===== config.mk =====
export PLATFORM = sky130hd
export DESIGN_NAME = mult_div_unit
export DESIGN_NICKNAME = d
export VERILOG_FILES = /design/src/rtl/mult_div_unit.sv
export SDC_FILE = /design/constraint.sdc
export NUM_CORES = 1
export LEC_CHECK = 0
export CORE_MARGIN = 2
export CORE_UTILIZATION = 40
export DETAILED_ROUTE_END_ITERATION = 10
export PLACE_DENSITY = 0.64
export SYNTH_ARGS = -nofsm -noshare
export SYNTH_HDL_FRONTEND = slang
export SYNTH_SLANG_ARGS = --single-unit

===== constraint.sdc =====
create_clock -name clk -period 10.5 [get_ports clk]
set_clock_uncertainty 0.1 [all_clocks]
set_input_delay 2.625 -clock clk [delete_from_list [all_inputs] [get_ports clk]]
set_output_delay 2.625 -clock clk [all_outputs]
set_load 0.03 [all_outputs]

===== src/rtl/mult_div_unit.sv =====
// Iterative multiply/divide unit: shift-add multiply and restoring divide,
// one bit per cycle, with sign fix-up in a final cycle before HI/LO update.
module mult_div_unit #(
  parameter int unsigned WIDTH = 32
) (
  input  logic             clk,
  input  logic             reset_in,
  input  logic             start_mult,
  input  logic             start_div,
  input  logic             is_signed,
  input  logic [WIDTH-1:0] a_in,
  input  logic [WIDTH-1:0] b_in,
  output logic [WIDTH-1:0] hi_out,
  output logic [WIDTH-1:0] lo_out,
  output logic             busy,
  output logic             mult_done,
  output logic             div_done,
  output logic             div_zero
);

  localparam int unsigned CW = $clog2(WIDTH);

  typedef enum logic [1:0] {IDLE, MULT, DIV, FIX} state_t;

  state_t           state;
  logic [CW-1:0]    step_cnt;
  logic [WIDTH-1:0] mcand;
  logic [WIDTH-1:0] work_hi;
  logic [WIDTH-1:0] work_lo;
  logic             op_div;
  logic             neg_lo;
  logic             neg_hi;
  logic             zero_pend;

  logic               a_neg, b_neg;
  logic [WIDTH-1:0]   a_mag, b_mag;
  logic [WIDTH:0]     mult_sum;
  logic [WIDTH:0]     div_shift;
  logic [WIDTH-1:0]   div_diff;
  logic               div_accept;
  logic [2*WIDTH-1:0] prod_fix;
  logic [WIDTH-1:0]   q_fix, r_fix;

  always_comb begin
    a_neg      = is_signed & a_in[WIDTH-1];
    b_neg      = is_signed & b_in[WIDTH-1];
    a_mag      = a_neg ? (~a_in + 1'b1) : a_in;
    b_mag      = b_neg ? (~b_in + 1'b1) : b_in;
    mult_sum   = {1'b0, work_hi} + (work_lo[0] ? {1'b0, mcand} : '0);
    div_shift  = {work_hi, work_lo[WIDTH-1]};
    div_accept = (div_shift >= {1'b0, mcand});
    // Partial remainder stays below the divisor, so the difference fits WIDTH bits
    div_diff   = div_shift[WIDTH-1:0] - mcand;
    prod_fix   = neg_lo ? (~{work_hi, work_lo} + 1'b1) : {work_hi, work_lo};
    q_fix      = neg_lo ? (~work_lo + 1'b1) : work_lo;
    r_fix      = neg_hi ? (~work_hi + 1'b1) : work_hi;
  end

  always_ff @(posedge clk or negedge reset_in) begin
    if (!reset_in) begin
      state     <= IDLE;
      step_cnt  <= '0;
      mcand     <= '0;
      work_hi   <= '0;
      work_lo   <= '0;
      op_div    <= 1'b0;
      neg_lo    <= 1'b0;
      neg_hi    <= 1'b0;
      zero_pend <= 1'b0;
      hi_out    <= '0;
      lo_out    <= '0;
      busy      <= 1'b0;
      mult_done <= 1'b0;
      div_done  <= 1'b0;
      div_zero  <= 1'b0;
    end else begin
      mult_done <= 1'b0;
      div_done  <= zero_pend;
      div_zero  <= zero_pend;
      zero_pend <= 1'b0;
      case (state)
        IDLE: begin
          if (start_mult || (start_div && (b_in != '0))) begin
            work_hi  <= '0;
            work_lo  <= a_mag;
            mcand    <= b_mag;
            op_div   <= ~start_mult;
            neg_lo   <= a_neg ^ b_neg;
            neg_hi   <= a_neg;
            step_cnt <= '0;
            busy     <= 1'b1;
            state    <= start_mult ? MULT : DIV;
          end else if (start_div) begin
            zero_pend <= 1'b1;
          end
        end
        MULT: begin
          work_hi  <= mult_sum[WIDTH:1];
          work_lo  <= {mult_sum[0], work_lo[WIDTH-1:1]};
          step_cnt <= step_cnt + 1'b1;
          if (step_cnt == CW'(WIDTH - 1)) begin
            step_cnt <= '0;
            state    <= FIX;
          end
        end
        DIV: begin
          work_hi  <= div_accept ? div_diff : div_shift[WIDTH-1:0];
          work_lo  <= {work_lo[WIDTH-2:0], div_accept};
          step_cnt <= step_cnt + 1'b1;
          if (step_cnt == CW'(WIDTH - 1)) begin
            step_cnt <= '0;
            state    <= FIX;
          end
        end
        FIX: begin
          if (op_div) begin
            hi_out   <= r_fix;
            lo_out   <= q_fix;
            div_done <= 1'b1;
          end else begin
            {hi_out, lo_out} <= prod_fix;
            mult_done        <= 1'b1;
          end
          busy  <= 1'b0;
          state <= IDLE;
        end
        default: state <= IDLE;
      endcase
    end
  end

endmodule


# Word-level counts from Yosys, hierarchy flattened
# Cells that the tools add are included.
[op_classes]
muxes = 29
reduce_logical = 13
n_bitwise = 9
shift = 0
multipliers = 0
n_eq_ne = 6
div = 0
addsub = 8
n_lt_le_gt_ge = 1
[ops]
columns = ["cell", "n"]
rows = [
  ["$mux 32", 10],
  ["$pmux 32 s3", 2],
  ["$add 32x1->32 const B", 4],
  ["$not 32->32", 4],
  ["$add 64x1->64 const B", 1],
  ["$mux 64", 1],
  ["$not 64->64", 1],
  ["$add 32x32->33", 1],
  ["$ge 33x32->1", 1],
  ["$reduce_bool 32->1", 1],
  ["$sub 32x32->32", 1],
  ["$mux 5", 2],
  ["$pmux 5 s2", 1],
  ["$reduce_and 2->1", 5],
  ["$mux 1", 8],
  ["$mux 2", 3],
  ["$pmux 2 s3", 1],
  ["$add 5x1->5 const B", 1],
  ["$eq 5x5->1 const B", 1],
  ["$eq 2x2->1 const B", 2],
  ["$reduce_bool 2->1", 2],
  ["$reduce_bool 3->1", 1],
  ["$and 1x1->1", 2],
  ["$eq 2x1->1 const B", 1],
  ["other kinds (9)", 9],
]
[word_totals]
reg_bits = 175
n_memories = 0
in_bits = 69
latchBits = 0
output_inout_bits = 68
romBits = 0
ramBits = 0

# Depth between registers and ports, before layout
# Gate-level depths: netlist of the first run.
[logic_depth]
word_depth = 5
mapped_depth = 14
mapped_depth_nobuf = 13

# Worst setup path after synthesis of the first run
# No wires, ideal clock.
[synth_timing]
kind = "input-to-reg"
startpoint = "in b_in[20]"
endpoint = "reg work_hi[29]"
arrival_ns = 4.730
required_ns = 10.272
setup_time_ns = 0.128
slack_ns = 5.542
cell_stages = 10
path_cell_list = "or4_1 -> nor4_1 -> nand4_1 -> a21o_1 -> or2_1 -> and3_1 -> clkbuf_1 -> buf_2 -> a222oi_1 -> nand2_1"
[synth_via]
elab_chain_len = 5
[synth_lines]
columns = ["item", "line", "source"]
rows = [
  ["start, declared", "12", "input logic [WIDTH-1:0] b_in,"],
  ["$reduce_bool 32->1", "83", "if (start_mult || (start_div && (b_in != '0))) begin"],
  ["$logic_and 1x1->1", "83", ""],
  ["$logic_or 1x1->1", "83", ""],
  ["$ne 2x2->1 (no line)", "--", ""],
  ["$reduce_and 2->1 (no line)", "--", ""],
  ["end signal, assigned", "98", "work_hi <= mult_sum[WIDTH:1];"],
  ["end signal, assigned", "107", "work_hi <= div_accept ? div_diff : div_shift[WIDTH-1:0];"],
  ["end, declared", "28", "logic [WIDTH-1:0] work_hi;"],
]
# No other way between the ends.
# A chain may end at the register's enable or synchronous reset.

# Worst setup path in the final report of the first run
[layout_timing]
startpoint = "in b_in[20]"
endpoint = "reg work_hi[22]"
# The elaborated chain is that of the path after synthesis.

==> results of run 1 <==
## metal layers
layer	GRT usage, %	vias up
li1	-	6133
met1	34.35	6019
met2	33.88	363
met3	2.785	42
met4	5.874	0
met5	0	-
## final cells by class
type / instances / area share [%]
Inverter: 63 / 1.476
Antenna cell: 1 / 0.01561
Timing Repair Buffer: 148 / 9.064
Clock buffer: 17 / 2.654
Tap cell: 448 / 3.498
Clock inverter: 15 / 1.280
Sequential cell: 175 / 27.32
Multi-Input combinational cell: 1322 / 54.69
## where the power goes
group          internal [W]  switching [W]
Clock              0.000348       0.000332
Combinational       0.00144        0.00228
Sequential         0.000994       0.000414
## placed cells by master (no fill, tap or decap), drive strengths merged, types with 7 or more instances in the layout
master and n:
nor2 207, dfrtp 175, a21oi 159, clkdlybuf4s50 135, nand2 128, o21ai 121
xnor2 90, xor2 85, ha 75, inv 69, a21o 44, o31ai 44
a221oi 26, nand3 26, nor3 23, a22oi 22, mux2i 21, a31oi 17
mux2 17, clkbuf 17, nor4 17, or3 16, or4 15, o21a 14
buf 13, o41ai 13, and3 12, and2 10, nand2b 9, a22o 9
nand4 8, o211ai 8, clkinv 8, or2 8, nor2b 7
## worst max-delay path by stage
stage,startpoint,endpoint,slack (ns),cells after the start
2_1_floorplan,b_in[20],work_hi[29]$_DFFE_PN0P_,5.54,10
3_3_place_gp,b_in[20],work_hi[30]$_DFFE_PN0P_,4.06,10
3_5_place_dp,b_in[20],work_hi[22]$_DFFE_PN0P_,3.98,10
4_1_cts,b_in[20],work_hi[22]$_DFFE_PN0P_,4.42,10
5_1_grt,b_in[20],work_hi[22]$_DFFE_PN0P_,4.17,10
6_report,b_in[20],work_hi[22]$_DFFE_PN0P_,4.34,10
## through the flow
stage	cells	total power (W)
floorplan	1662	0.004036
global placement	2156	0.005035
detailed placement	2156	0.005103
CTS	2188	0.005802
global route	2188	0.006282
finish	2189	0.005814
## registers in the layout (all words and copies together) (netlist names)
signal,flops
busy,1
div_done,1
div_zero,1
hi_out,32
lo_out,32
mcand,32
mult_done,1
neg_hi,1
neg_lo,1
op_div,1
state,2
step_cnt,5
work_hi,32
work_lo,32
zero_pend,1
## cells by family after synthesis
logic type                 Yosys count
AOI/OAI and AO/OA                  533
and+or+nand+nor                    499
xor gates and xnor gates           175
DFF                                175
buffers and inverters              165
adders and majority gates           77
muxes                               38
==> results.txt, run 1 <==
The run finished with clean final reports. Across the run, the number of max-cap violations was 0. The depth of the worst hold-timing path is 0, and the proportion of synthesized area in mux cells is 2.914%.

Across all setup checks in the final design, the least slack found is 4.340 ns. In the routed layout, each cell is associated on average with a via count of 5.736. The fraction of layout instances using a drive strength above 1 was 5.287%.

Yosys mapped the design onto 83 distinct sky130hd cell types. The worst pin sits at a relative slew slack of 17.93%. The run gives 10.71 ns as the required time at the worst-slack endpoint. Summing the areas of all compound-gate instances in the mapped netlist gives 25.12% of the synthesized area. The number of hold violations in the final report was 0; the length of routed wiring on met1 was 20.38 mm. Area taken by flip-flops and latches: 4379 um2. The post-synthesis simple-gate area fraction was 17.15%. The floorplan step defined a die boundary enclosing 35960 um2.

The logs give 22.64% for the overall fraction of global-route tracks in use and 0 for the remaining routing DRC violations. In this run the cell area measured after placement is 15390 um2. The number of setup buffers added after CTS is 0. From bottom edge to top edge, the die measures 189.6 um. The netlist area before placement was 13780 um2. The run gives 3.981 ns as the pre-CTS worst setup slack. The remaining antenna violation count came out at 0. For hold timing, the worst endpoint is div_zero$_DFF_PN0_. The number of max-slew violations in the final report was 0; the fraction of the mapped netlist area in adder cells was 7.098%.

For the routed wire length on met3, the log shows 2.343 mm. For this block, the initial DRC count from the detailed router was 1089. The width of the die was 189.6 um; the number of enable-type register cells in the synthesized netlist was 0. Sorting the synthesized cells by area gives the leading types as sky130_fd_sc_hd__dfrtp_1 (32%), sky130_fd_sc_hd__ha_1 (6.8%), sky130_fd_sc_hd__xnor2_1 (5.7%). The logs give 1808 for the net count of the mapped netlist and 1873 for the layout net count.

The sequential cell area fraction in the yosys report was 31.77%; the remaining global-route overflow was 0. The H-tree was split into 4 levels. Clock-pin slew was measured on the worst setup and hold paths at 0.08 ns. The fill cell total of the finished layout was 3248.

Maximum single-stage delay on the critical path: 0.79 ns. The run gives 0 ns as the setup TNS. The worst path needs 6.160 ns of the cycle, external delays included. Startpoint-to-endpoint class of the critical path: input pin to flop. During I/O placement, the number of pins put on the boundary was 137. The tools report the type of element capturing the critical path as a flop. The worst path uses 58.67% of the clock period. Cell type of the slowest stage on the worst timing path: sky130_fd_sc_hd__nand3_1. The worst register-to-register path ends at work_hi[29]$_DFFE_PN0P_. Entering global routing, the biggest net connects 112 pins. The average size of a mapped cell was 8.294 um2; the layout-stage area growth over the synthesis result was 16.27%.

The library cell occupying the most area in the post-synthesis netlist is sky130_fd_sc_hd__dfrtp_1. After clock tree synthesis, the repair step resized 0 gates. Summed over all cells, the static leakage comes to 6.974 nW. The clock net sink count is 175. Static timing analysis puts the maximum clock frequency at 162.3 MHz. Power spread over the standard cell area amounts to 362.8 nW/um2. Counting flops with an async set or reset pin after synthesis yields a share of 100.0%.

The congestion estimate from routability-driven global placement came to 0.9770. Before antenna repair, the detailed router went through 5 iterations. Yosys printed 0 warnings. After Yosys synthesis, XOR and XNOR cells account for 11.12% of the synthesized area. The worst register-to-register path has a setup slack of 6.30 ns. For the pin with the worst max-slew slack, the measured transition is 1.231 ns. At the worst endpoint, the arrival time is 6.37 ns. Buffers placed on the I/O ports in this run total 136. By count the netlist is led by sky130_fd_sc_hd__nor2_1 (206), sky130_fd_sc_hd__dfrtp_1 (175), sky130_fd_sc_hd__a21oi_1 (155). Yosys instantiated no cell more often than sky130_fd_sc_hd__nor2_1.

The maximum fanout along the worst path was 25. The share of the synthesized area in the top cell type was 31.77%. The detailed router used layers up to and including met4.

Family with the most delay on the worst path: simple AND/OR/NAND/NOR gates. The worst-case IR drop observed on VDD is 0.0002205 V. The tools report the worst min-delay path startpoint as zero_pend$_DFF_PN0_.

The clock tree root driver cell is sky130_fd_sc_hd__clkbuf_16. After synthesis, the largest family of logic cells by area is compound AO/OA/AOI/OAI gates. The core box area came out at 33700 um2. The insertion delay of the later-clocked pin in the worst-skew pair came out at 0.45 ns. The via count of the first global-routing pass came out at 11900. The tools report the type of origin of the critical path as an input pin.

The run gives 65.08 mm as the first-pass GRT wire length. The launch point of the worst reg-to-reg path is work_lo[0]$_DFFE_PN0P_. Once the floorplan was initialized, standard cells occupied 40.90% of the core.

Counting every instance in the synthesized netlist gives 1662. The tightest hold margin was 0.2932 ns. For this run, the share of the core covered by cells in the final layout is 47.56%. The tools report the total routed wirelength as 40.59 mm. The signal on the critical path passes through clkdlybuf4s50_1, or4_1, nor4_1, nand4_1, a21o_1, or2_1, nand3_1, nor2b_1, a222oi_1, o21ai_0. No sink is reached through more buffers than the 2 on the longest clock path. The flip-flop and latch count after synthesis is 175, and the standard-cell row count is 67. Detailed routing inserted a total of 12560 vias.

Setup repair after global routing left no endpoint under its margin. The worst register-to-register path has a depth of 13. The hold buffer count at CTS was 0; the multi-input gate area in the final layout was 8765 um2. Setup violations remaining at the end of the flow were counted as 0. The run gives 30.73 mm as the sum of net half-perimeters after detailed placement. The run gives 17 as the TritonCTS buffer count. The initial antenna violation count came out at 0. TritonCTS built the clock tree.

The average detailed-routed wire length per instance is 18.54 um, and the number of buffer and inverter instances along the worst setup path is 1. The tightest min-delay check is of the flop to flop type. The run gives 16030 um2 as the post-route standard cell area excluding fillers. Among all flip-flop cells after synthesis, the most frequent one is sky130_fd_sc_hd__dfrtp_1. The run gives 17.20 mm as the total met2 wirelength after detailed routing.
(Power assumes the default switching activity.)
==> run 2, diff against run 1 <==
PLACE_DENSITY = 0.67   (was 0.64)
clock period = 5 ns   (was 10.5 ns; I/O delays follow)
==> results.txt, run 2 (same netlist as run 1, synthesis figures left out) <==
After detailed placement, the design holds a cell count of 2166. The remaining routing DRC violations was 0. In this run the worst hold path is classified as flop to flop.

Setup repair after global routing left no endpoint under its margin. The hold path endpoint was div_zero$_DFF_PN0_. The per-cell via count in the routed design was 5.800; the layout net count was 1883.

By startpoint and endpoint, the worst setup path is classified as flop to flop. The remaining antenna violation count was 0. The logs give 0 for the number of max-slew violations in the final report and 0.9231 for the routability-driven placement congestion ratio. Once layout is complete, the utilization of the core stands at 47.81%. For the pin with the worst max-slew slack, the measured transition is 1.273 ns.

After global routing the overflow that remains totals 0. At the later pin of the worst-skew pair, clock insertion delay measures 0.44 ns. The worst min-delay path startpoint is zero_pend$_DFF_PN0_. TritonCTS built the clock tree. The launch point of the worst reg-to-reg path is work_lo[0]$_DFFE_PN0P_.

The H-tree was split into 4 levels. After clock tree synthesis, the clock-pin slew on the worst setup and hold paths is 0.08 ns. Entering global routing, the biggest net connects 82 pins. The tools report the die area as 35960 um2. Counting the fill cells in the layout gives 3229. The number of optimization iterations in the first detailed-route pass was 5; the maximum fanout along the worst path was 14. The run gives 0 as the initial antenna violation count.

The overall fraction of global-route tracks in use came out at 22.25%. The endpoint identified for the worst register-to-register timing path is work_hi[29]$_DFFE_PN0P_. The tools report the violation count after the first detailed-routing iteration as 995. The run gives 0 ns as the setup TNS. The final critical path takes up 83.18% of the cycle. In this run the register-to-register setup slack is 0.84 ns.

The worst path needs 4.159 ns of the cycle, external delays included. Data arrives at the worst endpoint at 4.39 ns. The area growth from synthesis to layout is 16.89%. The run gives 64.09 mm as the first-pass GRT wire length. Width of the die: 189.6 um. The maximum vdd drop is 0.0003712 V. The number of max-cap violations came out at 0. Pin placement for this block handled 137 I/O pins. The filler-free cell count of the finished design is 2198. The top cell types in the final layout, fill and taps aside, are sky130_fd_sc_hd__nor2_1 (206), sky130_fd_sc_hd__dfrtp_1 (175), sky130_fd_sc_hd__a21oi_1 (155).

The number of hold violations in the final report was 0; the average detailed-routed wire length per instance was 18.36 um. The tools report the post-route standard cell area excluding fillers as 16110 um2. After clock tree synthesis, the flow added hold-fix buffers numbering 0. Counting instances, the worst hold path has a depth of 0. The tools report the type of element capturing the critical path as a flop. The number of setup buffers added after CTS is 0. Once detailed placement completed, the half-perimeter wirelength came to 31.26 mm.

The worst pin sits at a relative slew slack of 15.15%. For this design the static power due to leakage is 7.025 nW. Hold is met by 0.2860 ns.

Cells with a size suffix above 1 make up 5.829% of the layout. The via count of the first global-routing pass was 11800; the core box area was 33700 um2. For this run, the top clock speed supported by timing is 240.4 MHz.

Data on the critical path is required at its endpoint by 5.23 ns. The flow ran to the end, and the final reports show no timing, DRC or antenna violations. Setup violations remaining at the end of the flow were counted as 0. Summing all placed instances gives a cell area of 15510 um2. The count of buffers added on input and output ports is 136. The effective utilization at floorplan was 40.90%. The type of origin of the critical path was a flop.

For the total inserted antenna cells, the log shows 0. After floorplanning, the core was divided into 67 placement rows. The power density relative to cell area works out to 758.0 nW/um2. Once the clock tree was built, the resizer swapped 0 gates to a different size. The via total after detailed routing was 12750; the depth of the worst register-to-register path was 13.

In this run the worst setup path begins at work_lo[0]$_DFFE_PN0P_. The tree built by TritonCTS fans out to 175 sinks. Counting the buffers created by CTS gives 17. The tools report the clock tree root driver cell as sky130_fd_sc_hd__clkbuf_16. Wires add up to 40.36 mm.

The die boundary height is 189.6 um. Maximum number of buffers from clock root to sink: 2. Leaving out fill and tap cells, the most frequent cell in the layout is sky130_fd_sc_hd__nor2_1.
-- run 2: cell types whose count changed in the layout (fill, tap and decap cells not counted), sizes merged --
cell,change
bufinv,-1
clkbuf,+1
clkinv,+1
diode,-1
inv,-1
buf,+10
-- run 2: worst max path at each step --
stage | endpoint | depth (start not counted) | slack (ns)
global placement | work_hi[12]$_DFFE_PN0P_ | 10 | 0.51
detailed placement | work_hi[18]$_DFFE_PN0P_ | 10 | 0.45
floorplan | work_hi[29]$_DFFE_PN0P_ | 10 | 1.42
CTS | work_hi[29]$_DFFE_PN0P_ | 13 | 0.88
finish | work_hi[29]$_DFFE_PN0P_ | 13 | 0.84
global route | work_hi[29]$_DFFE_PN0P_ | 13 | 0.55
-- run 2: metal layers --
metal	global-route usage, %	up-vias	part of all wire (%)
met5	0	-	0
met4	4.890	0	1.2
met3	2.951	40	6.4
met2	33.91	447	44
met1	33.48	6108	49
li1	-	6153	-
-- run 2: where the power goes --
part | total (W) | switching [W] | internal, W | leakage (nW)
logic | 0.00792 | 0.00481 | 0.00311 | 4.58
registers | 0.00292 | 0.000835 | 0.00209 | 2.15
clock network | 0.00138 | 0.000688 | 0.000688 | 0.295
total | 0.0122 | 0.00633 | 0.00589 | 7.03
-- run 2: through the flow --
stage          power, W  worst slack [ns]
6_report        0.01221            0.8411
3_3_place_gp    0.01064            0.5063
5_1_grt         0.01316            0.5460
2_1_floorplan  0.008475             1.417
4_1_cts         0.01217            0.8841
3_5_place_dp    0.01077            0.4491
-- run 2: critical path: stages, from the launching register on --
cell and delay (ns):
sky130_fd_sc_hd__dfrtp_1 0.49, sky130_fd_sc_hd__inv_1 0.20, sky130_fd_sc_hd__buf_4 0.25, sky130_fd_sc_hd__nor2_1 0.07
sky130_fd_sc_hd__ha_1 0.35, sky130_fd_sc_hd__a21o_1 0.21, sky130_fd_sc_hd__a221oi_1 0.51, sky130_fd_sc_hd__a21oi_1 0.27
sky130_fd_sc_hd__o31ai_1 0.37, sky130_fd_sc_hd__o21ai_0 0.32, sky130_fd_sc_hd__a221oi_1 0.37, sky130_fd_sc_hd__xnor2_1 0.13
sky130_fd_sc_hd__a222oi_1 0.30, sky130_fd_sc_hd__nand2_1 0.10
-- run 2: final cells by class --
cell class                 instances  area [um2]  area share [%]
clock buffer                      18       439.2           2.726
clock inverter                    14       167.7           1.041
inverter                          63       236.5           1.468
multi-input combinational       1322        8765           54.39
sequential                       175        4379           27.18
tap                              448       560.5           3.479
timing repair buffer             158        1565           9.714
==> run 3, diff against run 2 <==
PLACE_DENSITY = 0.64   (was 0.67)
clock period = 3.84 ns   (was 5 ns; I/O delays follow)
==> results.txt, run 3 (same netlist as run 1, synthesis figures left out) <==
The fill cell total of the finished layout was 3207; the violation count after the first detailed-routing iteration was 1179. The logs give 0.0004724 V for the maximum vdd drop and 0.008163 W for the internal power. For the total placed instance area, the log shows 16250 um2. Global routing used 23.53% of the available tracks across all layers. The tools report the sum of net half-perimeters after detailed placement as 33.43 mm.

The later pin in the worst-skew pair is clocked with a latency of 0.45 ns. The number of max-slew violations in the final report came out at 0. The tools report the type of element capturing the critical path as a flop. Worst min-delay path startpoint: zero_pend$_DFF_PN0_. The depth of the worst hold-timing path works out to 0. The clock tree synthesis step divided the H-tree into 4 levels.

Setup repair after global routing left no endpoint under its margin. The via count of the first global-routing pass is 12240. Standby leakage power: 7.478 nW. The family with the most delay on the worst path was compound AO/OA/AOI/OAI gates. For hold timing, the worst endpoint is div_zero$_DFF_PN0_.

Data on the critical path is required at its endpoint by 4.07 ns. The flow ran to the end, and the final reports show no timing, DRC or antenna violations. Commonest non-fill, non-tap cell in the layout: sky130_fd_sc_hd__nor2_1. For the pin with the worst max-slew slack, the measured transition is 0.7021 ns. For the worst slew margin relative to its limit, the log shows 53.19%. Traced cell by cell, the critical path runs through and2_1, ha_1, fa_2, a21o_1, a221oi_1, buf_4, a21oi_1, buf_4, o31a_1, a31o_2, a21o_1, a211oi_2, nor3_1, a211o_1. In this run, post-CTS hold repair placed 0 buffers. The repair_antennas step left the layout with diodes totalling 0. The run gives 3.95 ns as the arrival time reported for the critical path endpoint. The TritonCTS buffer count was 17; the post-route clock period utilization was 96.91%. The worst setup path is of the flop to flop kind. The run gives 40.90% as the effective utilization at floorplan. Combinational logic burns 67.6% of the power.

The layout net count was 1972; the I/O pin total was 137. The analysis attributes to net switching a power of 0.008478 W. The first detailed-routing pass took 6 iterations. In this run the horizontal extent of the chip is 189.6 um. After clock tree synthesis, the clock-pin slew on the worst setup and hold paths is 0.08 ns. CTS placed an instance of sky130_fd_sc_hd__clkbuf_16 at the clock tree root. The run gives 13090 as the via total after detailed routing.

The clock net in this run drives a total of 175 sinks. The run gives 0 as the remaining antenna violation count. The cell count after placement came out at 2254. Dividing the detail-routed via count by the number of cells gives 5.722. No sink is reached through more buffers than the 2 on the longest clock path.

With fillers left out, the area of the finished cells amounts to 16880 um2. Entering global routing, the biggest net connects 63 pins. The initial antenna violation count is 0, and the depth of the worst register-to-register path is 14. After detailed routing, the number of remaining DRC violations is 0.

The routability-driven placement congestion ratio is 0.9362. The maximum single-stage delay on the critical path is 0.45 ns. Counting both buffers and inverters, the worst setup path holds a total of 2. The number of hold violations in the final report was 0; the count of buffers inserted at the top-level ports was 136.

The first global-routing pass estimated 66.81 mm of wire. The power density relative to cell area was 985.9 nW/um2; the layout-stage area growth over the synthesis result was 22.45%. The average detailed-routed wire length per instance works out to 18.60 um. The class of the worst hold path was flop to flop. The tools report the achievable clock frequency as 268.7 MHz.

The filler-free cell count of the finished design was 2287. The worst setup path is launched from a flop. The die boundary height came out at 189.6 um. In the layout the commonest cells are sky130_fd_sc_hd__nor2_1 (206), sky130_fd_sc_hd__dfrtp_1 (174), sky130_fd_sc_hd__a21oi_1 (155). The clock network is responsible for 10.5% of the overall power. The switching part of the total power works out to 50.95%.

In this run the critical register-to-register path is launched from mcand[0]$_DFFE_PN0P_. Sequential cells account for 21.9% of the total power. Subtracting the final worst setup slack from the clock period gives 3.721 ns. Summed over all layers, the global routing overflow is 0. Of the cells placed in the final design, the portion with a size suffix greater than 1 is 10.71%.

The maximum fanout along the worst path works out to 3. The final layout contains routed wiring with a total length of 42.54 mm. The run gives 0 as the number of max-cap violations. The core region is 33700 um2. The standard-cell row count came out at 67. The internal reg-to-reg setup slack was 0.12 ns.

TritonCTS built the clock tree. The setup TNS was 0 ns. The endpoint identified for the worst register-to-register timing path is work_hi[17]$_DFFE_PN0P_. Setup violations remaining at the end of the flow were counted as 0.

The die covers 35960 um2. The slowest stage of the critical path belongs to the cell sky130_fd_sc_hd__dfrtp_2.
[run 3: cell types whose count changed in the layout (fill, tap and decap cells not counted), moves of 2 or more]
cell | before | now
sky130_fd_sc_hd__buf_4 | 19 | 101
sky130_fd_sc_hd__clkinvlp_4 | 0 | 3
sky130_fd_sc_hd__clkinv_4 | 3 | 1
sky130_fd_sc_hd__buf_12 | 3 | 10
[run 3: per-layer routing]
| metal | track usage (%) | wire (um) | vias to the layer above |
|---|---|---|---|
| li1 | - | - | 6326 |
| met4 | 6.023 | 573 | 0 |
| met3 | 4.944 | 3355 | 44 |
| met2 | 34.62 | 18010 | 475 |
| met5 | 0 | 0 | - |
| met1 | 34.95 | 20610 | 6242 |
[run 3: per-stage QoR]
stage                     setup slack, ns  util [%]  hold slack, ns  total power (W)
after floorplan                    0.3648         -          0.2554          0.01104
after global routing              0.02127     50.09          0.3038          0.01789
after global placement           -0.04656     48.23          0.2648          0.01455
after CTS                        0.002750     50.01          0.2959          0.01654
final                              0.1185     50.09          0.2917          0.01664
after detailed placement          -0.1019     48.23          0.2795          0.01473
[run 3: worst max path at each step]
stage	start	end	slack (ns)	depth (start not counted)
after floorplan	work_lo[0]$_DFFE_PN0P_	work_hi[17]$_DFFE_PN0P_	0.36	13
after global placement	mcand[0]$_DFFE_PN0P_	work_hi[23]$_DFFE_PN0P_	-0.05	15
after detailed placement	b_in[20]	work_hi[8]$_DFFE_PN0P_	-0.10	10
after CTS	mcand[0]$_DFFE_PN0P_	work_hi[23]$_DFFE_PN0P_	0.003	15
after global routing	mcand[0]$_DFFE_PN0P_	work_hi[17]$_DFFE_PN0P_	0.02	14
final	mcand[0]$_DFFE_PN0P_	work_hi[17]$_DFFE_PN0P_	0.12	14
[run 3: power groups by stage]
stage / combinational [W] / sequential (W) / clock (W)
final: 0.0112 / 0.00365 / 0.00175
after global routing: 0.0123 / 0.00375 / 0.00186
after CTS: 0.0111 / 0.00361 / 0.00179
after detailed placement: 0.0111 / 0.00365 / 0
after global placement: 0.0109 / 0.00363 / 0
after floorplan: 0.00703 / 0.00401 / 0
[run 3: worst reg2reg max path: cells and delay by family (launching register included)]
kind	cells	cell delay [ns]
AOI/OAI and AO/OA	8	1.88
adders and majority gates	2	0.56
DFF	1	0.45
buffers and inverters	2	0.34
and+or+nand+nor	2	0.25
[run 3: cell type report]
type | count | area [um2] | area share, %
Timing Repair Buffer | 247 | 2321 | 13.75
Tap cell | 448 | 560.5 | 3.321
Multi-Input combinational cell | 1322 | 8787 | 52.06
Clock inverter | 15 | 167.7 | 0.9933
Clock buffer | 17 | 425.4 | 2.520
Sequential cell | 175 | 4380 | 25.95
Inverter | 63 | 236.5 | 1.401
[run 3: repair_timing]
item / in CTS / in global routing
pin swaps: 0 / 2
gates resized for setup: 1 / 6
endpoints found under the setup margin: 2 / 5
buffers inserted: 0 / 1
